## config.mk

```make
export PLATFORM = sky130hd
export DESIGN_NAME = alu_issue
export DESIGN_NICKNAME = d
export VERILOG_FILES = /design/src/rtl/alu_issue.sv
export SDC_FILE = /design/constraint.sdc
export NUM_CORES = 1
export LEC_CHECK = 0
export BUFFER_PORTS_ARGS = -buffer_cell sky130_fd_sc_hd__buf_4
export CORE_UTILIZATION = 35
export DETAILED_ROUTE_END_ITERATION = 8
export PLACE_DENSITY = 0.57
export SYNTH_ARGS = -nofsm -noshare
export SYNTH_HDL_FRONTEND = slang
export SYNTH_SLANG_ARGS = --single-unit
export TNS_END_PERCENT = 100
```

## constraint.sdc

```tcl
create_clock -name clk -period 2.01 [get_ports clk]
set_input_delay 0.1005 -clock clk [delete_from_list [all_inputs] [get_ports clk]]
set_output_delay 0.1005 -clock clk [all_outputs]
set_load 0.01 [all_outputs]
```

## src/rtl/alu_issue.sv

```systemverilog
// ---------------------------------------------------------------------------
// alu_issue
//
// Decodes one RV32I integer instruction per cycle into an ALU command and
// buffers it in a two-entry queue (main register plus skid register), so
// in_ready can be a registered signal with no combinational path from
// out_ready.
//
// Ports
//   clk, rst_n                      clock, asynchronous active-low reset
//   flush                           synchronous discard of buffered entries
//   in_valid / in_ready             upstream handshake
//   instr, pc, rs1_data, rs2_data   instruction, its PC and register operands
//   out_valid / out_ready           downstream ALU handshake
//   aluop, opr_a, opr_b             ALU operation and operands
//   rd, rd_we                       destination register and write enable
//   illegal                         decode fault flag
//   perf_issued, perf_stall         performance counters
//
// Configuration
//   ALU_ISSUE_PERF_EN  when defined, perf_issued counts pops and perf_stall
//                      counts cycles with out_valid && !out_ready. When
//                      undefined, both outputs are tied to zero.
// ---------------------------------------------------------------------------
module alu_issue (
    input  logic        clk,
    input  logic        rst_n,
    input  logic        flush,
    input  logic        in_valid,
    output logic        in_ready,
    input  logic [31:0] instr,
    input  logic [31:0] pc,
    input  logic [31:0] rs1_data,
    input  logic [31:0] rs2_data,
    output logic        out_valid,
    input  logic        out_ready,
    output logic [3:0]  aluop,
    output logic [31:0] opr_a,
    output logic [31:0] opr_b,
    output logic [4:0]  rd,
    output logic        rd_we,
    output logic        illegal,
    output logic [31:0] perf_issued,
    output logic [31:0] perf_stall
);

    localparam logic [3:0] OP_ADD   = 4'b0000;
    localparam logic [3:0] OP_SUB   = 4'b0001;
    localparam logic [3:0] OP_SLL   = 4'b0010;
    localparam logic [3:0] OP_SLT   = 4'b0011;
    localparam logic [3:0] OP_SLTU  = 4'b0100;
    localparam logic [3:0] OP_XOR   = 4'b0101;
    localparam logic [3:0] OP_SRL   = 4'b0110;
    localparam logic [3:0] OP_SRA   = 4'b0111;
    localparam logic [3:0] OP_OR    = 4'b1000;
    localparam logic [3:0] OP_AND   = 4'b1001;
    localparam logic [3:0] OP_PASSB = 4'b1010;

    localparam logic [6:0] OPC_OP     = 7'b0110011;
    localparam logic [6:0] OPC_OPIMM  = 7'b0010011;
    localparam logic [6:0] OPC_LUI    = 7'b0110111;
    localparam logic [6:0] OPC_AUIPC  = 7'b0010111;
    localparam logic [6:0] OPC_LOAD   = 7'b0000011;
    localparam logic [6:0] OPC_STORE  = 7'b0100011;

    typedef struct packed {
        logic [3:0]  aluop;
        logic [31:0] opr_a;
        logic [31:0] opr_b;
        logic [4:0]  rd;
        logic        rd_we;
        logic        illegal;
    } entry_t;

    typedef enum logic [1:0] {EMPTY, ONE, FULL} state_t;

    logic [6:0]  opcode;
    logic [2:0]  funct3;
    logic [6:0]  funct7;
    logic [31:0] imm_i;
    logic [31:0] imm_s;
    logic [31:0] imm_u;

    assign opcode = instr[6:0];
    assign funct3 = instr[14:12];
    assign funct7 = instr[31:25];
    assign imm_i  = {{20{instr[31]}}, instr[31:20]};
    assign imm_s  = {{20{instr[31]}}, instr[31:25], instr[11:7]};
    assign imm_u  = {instr[31:12], 12'b0};

    entry_t dec;
    logic   dec_legal;
    logic   dec_writes;
    logic [3:0]  dec_op;
    logic [31:0] dec_a;
    logic [31:0] dec_b;

    // Decode on the input side so the buffer only stores finished commands.
    // An illegal encoding still produces an entry, but with zeroed operands.
    always_comb begin
        dec_op     = OP_ADD;
        dec_a      = 32'b0;
        dec_b      = 32'b0;
        dec_legal  = 1'b0;
        dec_writes = 1'b0;
        case (opcode)
            OPC_OP: begin
                dec_a      = rs1_data;
                dec_b      = rs2_data;
                dec_writes = 1'b1;
                if (funct7 == 7'b0000000) begin
                    dec_legal = 1'b1;
                    case (funct3)
                        3'b000:  dec_op = OP_ADD;
                        3'b001:  dec_op = OP_SLL;
                        3'b010:  dec_op = OP_SLT;
                        3'b011:  dec_op = OP_SLTU;
                        3'b100:  dec_op = OP_XOR;
                        3'b101:  dec_op = OP_SRL;
                        3'b110:  dec_op = OP_OR;
                        default: dec_op = OP_AND;
                    endcase
                end else if (funct7 == 7'b0100000 && funct3 == 3'b000) begin
                    dec_legal = 1'b1;
                    dec_op    = OP_SUB;
                end else if (funct7 == 7'b0100000 && funct3 == 3'b101) begin
                    dec_legal = 1'b1;
                    dec_op    = OP_SRA;
                end
                // Register shifts only use the low five bits of rs2.
                if (funct3 == 3'b001 || funct3 == 3'b101) begin
                    dec_b = {27'b0, rs2_data[4:0]};
                end
            end
            OPC_OPIMM: begin
                dec_a      = rs1_data;
                dec_b      = imm_i;
                dec_writes = 1'b1;
                case (funct3)
                    3'b000: begin dec_legal = 1'b1; dec_op = OP_ADD;  end
                    3'b010: begin dec_legal = 1'b1; dec_op = OP_SLT;  end
                    3'b011: begin dec_legal = 1'b1; dec_op = OP_SLTU; end
                    3'b100: begin dec_legal = 1'b1; dec_op = OP_XOR;  end
                    3'b110: begin dec_legal = 1'b1; dec_op = OP_OR;   end
                    3'b111: begin dec_legal = 1'b1; dec_op = OP_AND;  end
                    3'b001: begin
                        dec_b     = {27'b0, instr[24:20]};
                        dec_legal = (funct7 == 7'b0000000);
                        dec_op    = OP_SLL;
                    end
                    default: begin
                        dec_b = {27'b0, instr[24:20]};
                        if (funct7 == 7'b0000000) begin
                            dec_legal = 1'b1;
                            dec_op    = OP_SRL;
                        end else if (funct7 == 7'b0100000) begin
                            dec_legal = 1'b1;
                            dec_op    = OP_SRA;
                        end
                    end
                endcase
            end
            OPC_LUI: begin
                dec_legal  = 1'b1;
                dec_writes = 1'b1;
                dec_op     = OP_PASSB;
                dec_b      = imm_u;
            end
            OPC_AUIPC: begin
                dec_legal  = 1'b1;
                dec_writes = 1'b1;
                dec_a      = pc;
                dec_b      = imm_u;
            end
            OPC_LOAD: begin
                dec_legal  = 1'b1;
                dec_writes = 1'b1;
                dec_a      = rs1_data;
                dec_b      = imm_i;
            end
            OPC_STORE: begin
                dec_legal = 1'b1;
                dec_a     = rs1_data;
                dec_b     = imm_s;
            end
            default: dec_legal = 1'b0;
        endcase

        dec.illegal = ~dec_legal;
        dec.rd      = instr[11:7];
        dec.rd_we   = dec_legal & dec_writes & (instr[11:7] != 5'd0);
        if (dec_legal) begin
            dec.aluop = dec_op;
            dec.opr_a = dec_a;
            dec.opr_b = dec_b;
        end else begin
            dec.aluop = OP_ADD;
            dec.opr_a = 32'b0;
            dec.opr_b = 32'b0;
        end
    end

    state_t state_q, state_d;
    entry_t main_q, main_d;
    entry_t skid_q, skid_d;
    logic   in_ready_q, in_ready_d;
    logic   accept;
    logic   pop;

    assign accept = in_valid & in_ready_q & ~flush;
    assign pop    = out_valid & out_ready;

    // State register and buffered payload.
    always_ff @(posedge clk or negedge rst_n) begin
        if (!rst_n) begin
            state_q    <= EMPTY;
            main_q     <= '0;
            skid_q     <= '0;
            in_ready_q <= 1'b1;
        end else begin
            state_q    <= state_d;
            main_q     <= main_d;
            skid_q     <= skid_d;
            in_ready_q <= in_ready_d;
        end
    end

    // Next state and payload movement. FULL never accepts because in_ready
    // is already low there; the skid entry moves to main on a pop.
    always_comb begin
        state_d = state_q;
        main_d  = main_q;
        skid_d  = skid_q;
        case (state_q)
            EMPTY: begin
                if (accept) begin
                    state_d = ONE;
                    main_d  = dec;
                end
            end
            ONE: begin
                if (accept && pop) begin
                    main_d = dec;
                end else if (accept) begin
                    state_d = FULL;
                    skid_d  = dec;
                end else if (pop) begin
                    state_d = EMPTY;
                end
            end
            default: begin
                if (pop) begin
                    state_d = ONE;
                    main_d  = skid_q;
                end
            end
        endcase
        if (flush) begin
            state_d = EMPTY;
        end
        // in_ready is registered from the next state, which keeps out_ready
        // off any combinational path to in_ready.
        in_ready_d = (state_d != FULL);
    end

    // Outputs decoded from the registered state and main entry.
    always_comb begin
        out_valid = (state_q != EMPTY);
        in_ready  = in_ready_q;
        aluop     = main_q.aluop;
        opr_a     = main_q.opr_a;
        opr_b     = main_q.opr_b;
        rd        = main_q.rd;
        rd_we     = main_q.rd_we;
        illegal   = main_q.illegal;
    end

`ifdef ALU_ISSUE_PERF_EN
    logic [31:0] perf_issued_q, perf_issued_d;
    logic [31:0] perf_stall_q, perf_stall_d;

    // Free-running counters; they wrap naturally and ignore flush.
    always_comb begin
        perf_issued_d = perf_issued_q + {31'b0, pop};
        perf_stall_d  = perf_stall_q + {31'b0, out_valid & ~out_ready};
    end

    always_ff @(posedge clk or negedge rst_n) begin
        if (!rst_n) begin
            perf_issued_q <= 32'b0;
            perf_stall_q  <= 32'b0;
        end else begin
            perf_issued_q <= perf_issued_d;
            perf_stall_q  <= perf_stall_d;
        end
    end

    assign perf_issued = perf_issued_q;
    assign perf_stall  = perf_stall_q;
`else
    assign perf_issued = 32'b0;
    assign perf_stall  = 32'b0;
`endif

endmodule

```

==> impl_metrics.yaml <==
drt:
  detail_route.vias_per_cell: 5.29
  totalWireLength_mm: 24.0
  drt-pass1-iter-count: 7
  detail-route-antenna-nets: 0
  drt_drc_violations_left: 34
  routed-via-count: 7043
  detail_route.iter0.violations: 476
  wire_per_inst_um: 18.0
clocking:
  clock_insertion_delay_worst_skew_ns: 0.42
  clkSinkCount: 153
  clk_pin_slew_worst_paths_ns: 0.06
  clock-root-buffer: "sky130_fd_sc_hd__clkbuf_16"
  numCtsBuffers: 17
  tritoncts: "built"
  clk_path_buf_depth: 2
  ctsHtreeMaxLevel: 4
sta:
  max_freq_mhz: 534
  worst-slew-pin-transition_ns: 0.711
  setup_viol: 0
  final-hold-violation-count: 0
  setup_repair_after_global_routing_missed_its_margin: "false"
  max-slew-margin-rel_pct: 52.6
  layout_worst_path_cycle_share_pct: 93.1
  skew_ns: 0.0115
  totalNegativeSetupSlack_ns: 0
  final.min_clock_period_ns: 1.87
  final_max_slew_viol_count: 0
synth:
  synth_fa_ha_area_share_pct: 0
  synth-simple-area-share_pct: 13.7
  synth_warnings: 0
  yosysSeqAreaShare_pct: 48.6
  combinational_family_with_the_most_area_after_synthesis: "compound AO/OA/AOI/OAI gates"
  ys_ff_latch: 153
  synth_cell_type_count: 52
  post_synth_xor_area_fraction_pct: 0.111
  syn-instance-count: 830
  post_synth_mux_area_share_pct: 2.13
  synth_area_per_cell_um2: 9.49
  syn-cell-area_mm2: 0.00788
  synth_compound_gate_area_share_pct: 24.6
global_route:
  grt_max_degree: 86
  initial_antenna_violation_count: 0
  wire_length_of_the_first_global_routing_pass_mm: 38.4
  first_global_vias: 6792
  gr-usage-all-layers_pct: 21.3
  grt_overflow_total: 0
outcome:
  outcome: "finished with violations"
  failed_checks: "design-rule violations"
floorplan:
  boundaryPins: 274
  die_ar_mm2: 0.0231
  fp.dieH_um: 152
  dieWidth_um: 152
  core_area_mm2: 0.0220
  initial_standard_cell_utilization_of_the_core_pct: 35.9
  rows: 54
setup_path:
  cp_data_required_time_ns: 2.31
  worst_path_arrival_time_ns: 2.17
  worstReg2RegEnd: "skid_q[5]"
  worst_setup_path_start_kind: "flip-flop"
  setup.worst_path.class: "reg -> reg"
  reg2reg_setup_slack_ns: 0.14
  setup.worst_path.end_class: "flip-flop"
  r2r_depth: 4
  crit-reg2reg-launch: "in_ready"
  worst-path-max-fanout: 85
place:
  routability_congestion_estimate: 0.762
  place_area_mm2: 0.00954
  post-dp-hpwl_mm: 15.7
  port-buffer-count: 209
min_path:
  whs_endpoint: "opr_a[13]"
  min_path_type: "in -> reg"
  worstHoldStart: "rs1_data[13]"
  min_path_cells: 3
pwr:
  irDropWorstVdd_mv: 0.559
  pwr_density_cell_mw_per_mm2: 696
  total_leakage_power_uw: 0.00503
job:
  max_cap_viol_count: 0
final_layout:
  layout-area-overhead-vs-synth_pct: 33.4
  layout.cell_area.non_filler_mm2: 0.0105
  nets: 1171
  n_antenna_cell: 0
  finish.utilization_pct: 47.9
  fraction_of_final_layout_cells_with_drive_strength_greater_than_1_pct: 26.9
## layout by cell type, fill, tap and decap left out, types with 7 or more instances in the layout
cell,instances
sky130_fd_sc_hd__buf_4,224
sky130_fd_sc_hd__dfrtp_1,151
sky130_fd_sc_hd__nand2_1,99
sky130_fd_sc_hd__o21ai_0,75
sky130_fd_sc_hd__a21oi_1,72
sky130_fd_sc_hd__and3_1,70
sky130_fd_sc_hd__o31ai_1,68
sky130_fd_sc_hd__conb_1,64
sky130_fd_sc_hd__dlygate4sd3_1,36
sky130_fd_sc_hd__a22oi_1,33
sky130_fd_sc_hd__a221oi_1,22
sky130_fd_sc_hd__clkbuf_16,17
sky130_fd_sc_hd__nor2_1,11
sky130_fd_sc_hd__mux2i_1,10
sky130_fd_sc_hd__nand2b_1,9
sky130_fd_sc_hd__buf_12,9
sky130_fd_sc_hd__a22o_1,7
## synthesized netlist by cell type, drive strengths merged
master | number | area [um^2]
a22oi | 33 | 248
nand2 | 99 | 372
o211ai | 6 | 45.0
and2 | 1 | 6.26
conb | 1 | 3.75
o22ai | 2 | 12.5
a21oi | 72 | 360
o31ai | 68 | 510
nor2 | 12 | 47.6
mux2i | 10 | 100
dfrtp | 152 | 3800
nand3b | 1 | 7.51
dfstp | 1 | 26.3
o22a | 1 | 8.76
and3b | 1 | 8.76
a211oi | 2 | 15.0
buf | 86 | 621
a221oi | 22 | 193
and3 | 71 | 444
a311oi | 1 | 8.76
a221o | 1 | 10.0
nand2b | 9 | 56.3
clkbuf | 59 | 225
or3b | 1 | 8.76
nor3b | 1 | 7.51
inv | 2 | 7.51
a22o | 7 | 61.3
a31oi | 3 | 18.8
or4 | 2 | 15.0
o21ai | 79 | 399
a21o | 1 | 7.51
xor2 | 1 | 8.76
nor3 | 3 | 20.0
mux2 | 6 | 67.6
o41a | 1 | 11.3
nor4 | 1 | 21.3
and4b | 1 | 10.0
or2 | 1 | 6.26
nand4bb | 1 | 11.3
o221ai | 1 | 8.76
o41ai | 2 | 17.5
and4bb | 1 | 12.5
and2b | 1 | 7.51
nor2b | 3 | 18.8
## timing repair
item                                   CTS  global route
endpoints found under the hold margin  117             0
hold buffers                            36             0
gates resized for setup                  0             2
setup endpoints to repair                0             9
setup buffers                            0             0
## worst max-delay path, cell delays in order, from the launching register on
cell                      delay, ns
sky130_fd_sc_hd__dfstp_2       0.55
sky130_fd_sc_hd__nand2_1       0.10
sky130_fd_sc_hd__or4_4         0.53
sky130_fd_sc_hd__buf_12        0.24
sky130_fd_sc_hd__mux2_2        0.31
## per-stage QoR
stage               instances  hold slack [ns]  setup WS (ns)  power (uW)
finish                   1331           0.0102          0.138        7310
global route             1331          0.00821        0.00941        7630
global placement         1263           0.0564         0.0329        4010
floorplan                 893           -0.195          0.126        3650
CTS                      1331         0.000408         0.0385        7410
detailed placement       1263           0.0555        0.00983        4020
## metal layers
layer  vias to the layer above  wire length, um  GRT usage, %
li1                       3326                -             -
met1                      3449            10900          29.8
met2                       250            11500          33.4
met3                        18             1410          4.39
met4                         0              255          5.83
met5                         -                0             0
## sequential cells by signal (all words and copies together), names as in the netlist
name,flops
in_ready,1
rd_we,1
skid_q,75
opr_a,32
illegal,1
aluop,4
state_q,2
rd,5
opr_b,32
## worst max-delay path by stage
| stage | start | endpoint | slack, ns | depth (start not counted) |
|---|---|---|---|---|
| after global routing | in_ready | skid_q[73] | 0.009 | 4 |
| after global placement | instr[6] | skid_q[36] | 0.03 | 6 |
| final | in_ready | skid_q[5] | 0.14 | 4 |
| after detailed placement | instr[6] | skid_q[33] | 0.01 | 6 |
| after CTS | instr[6] | opr_b[17] | 0.04 | 7 |
| after floorplan | in_ready | skid_q[61] | 0.13 | 7 |
## cell type report
type	count	area, um^2
Fill cell	2132	11400
Sequential cell	153	3830
Multi-Input combinational cell	593	3470
Timing Repair Buffer	271	2240
Clock buffer	22	464
Tap cell	280	350
Clock inverter	10	143
Inverter	2	7.51
## report_power, final
| part | internal [uW] | switching, uW |
|---|---|---|
| clock network | 2030 | 1290 |
| logic | 362 | 457 |
| registers | 3150 | 33.9 |
| total | 5540 | 1780 |
## kinds of logic (layout without fill, tap and decap cells)
| kind of cell | Yosys count | count (layout) |
|---|---|---|
| AND/OR/NAND/NOR | 210 | 210 |
| XOR/XNOR | 1 | 1 |
| other | 1 | 64 |
| multiplexers | 16 | 16 |
| flip-flops | 153 | 153 |
| buffers and inverters | 147 | 305 |
| AO/OA/AOI/OAI | 302 | 302 |
Note: power is estimated with default switching activity, not from simulation.
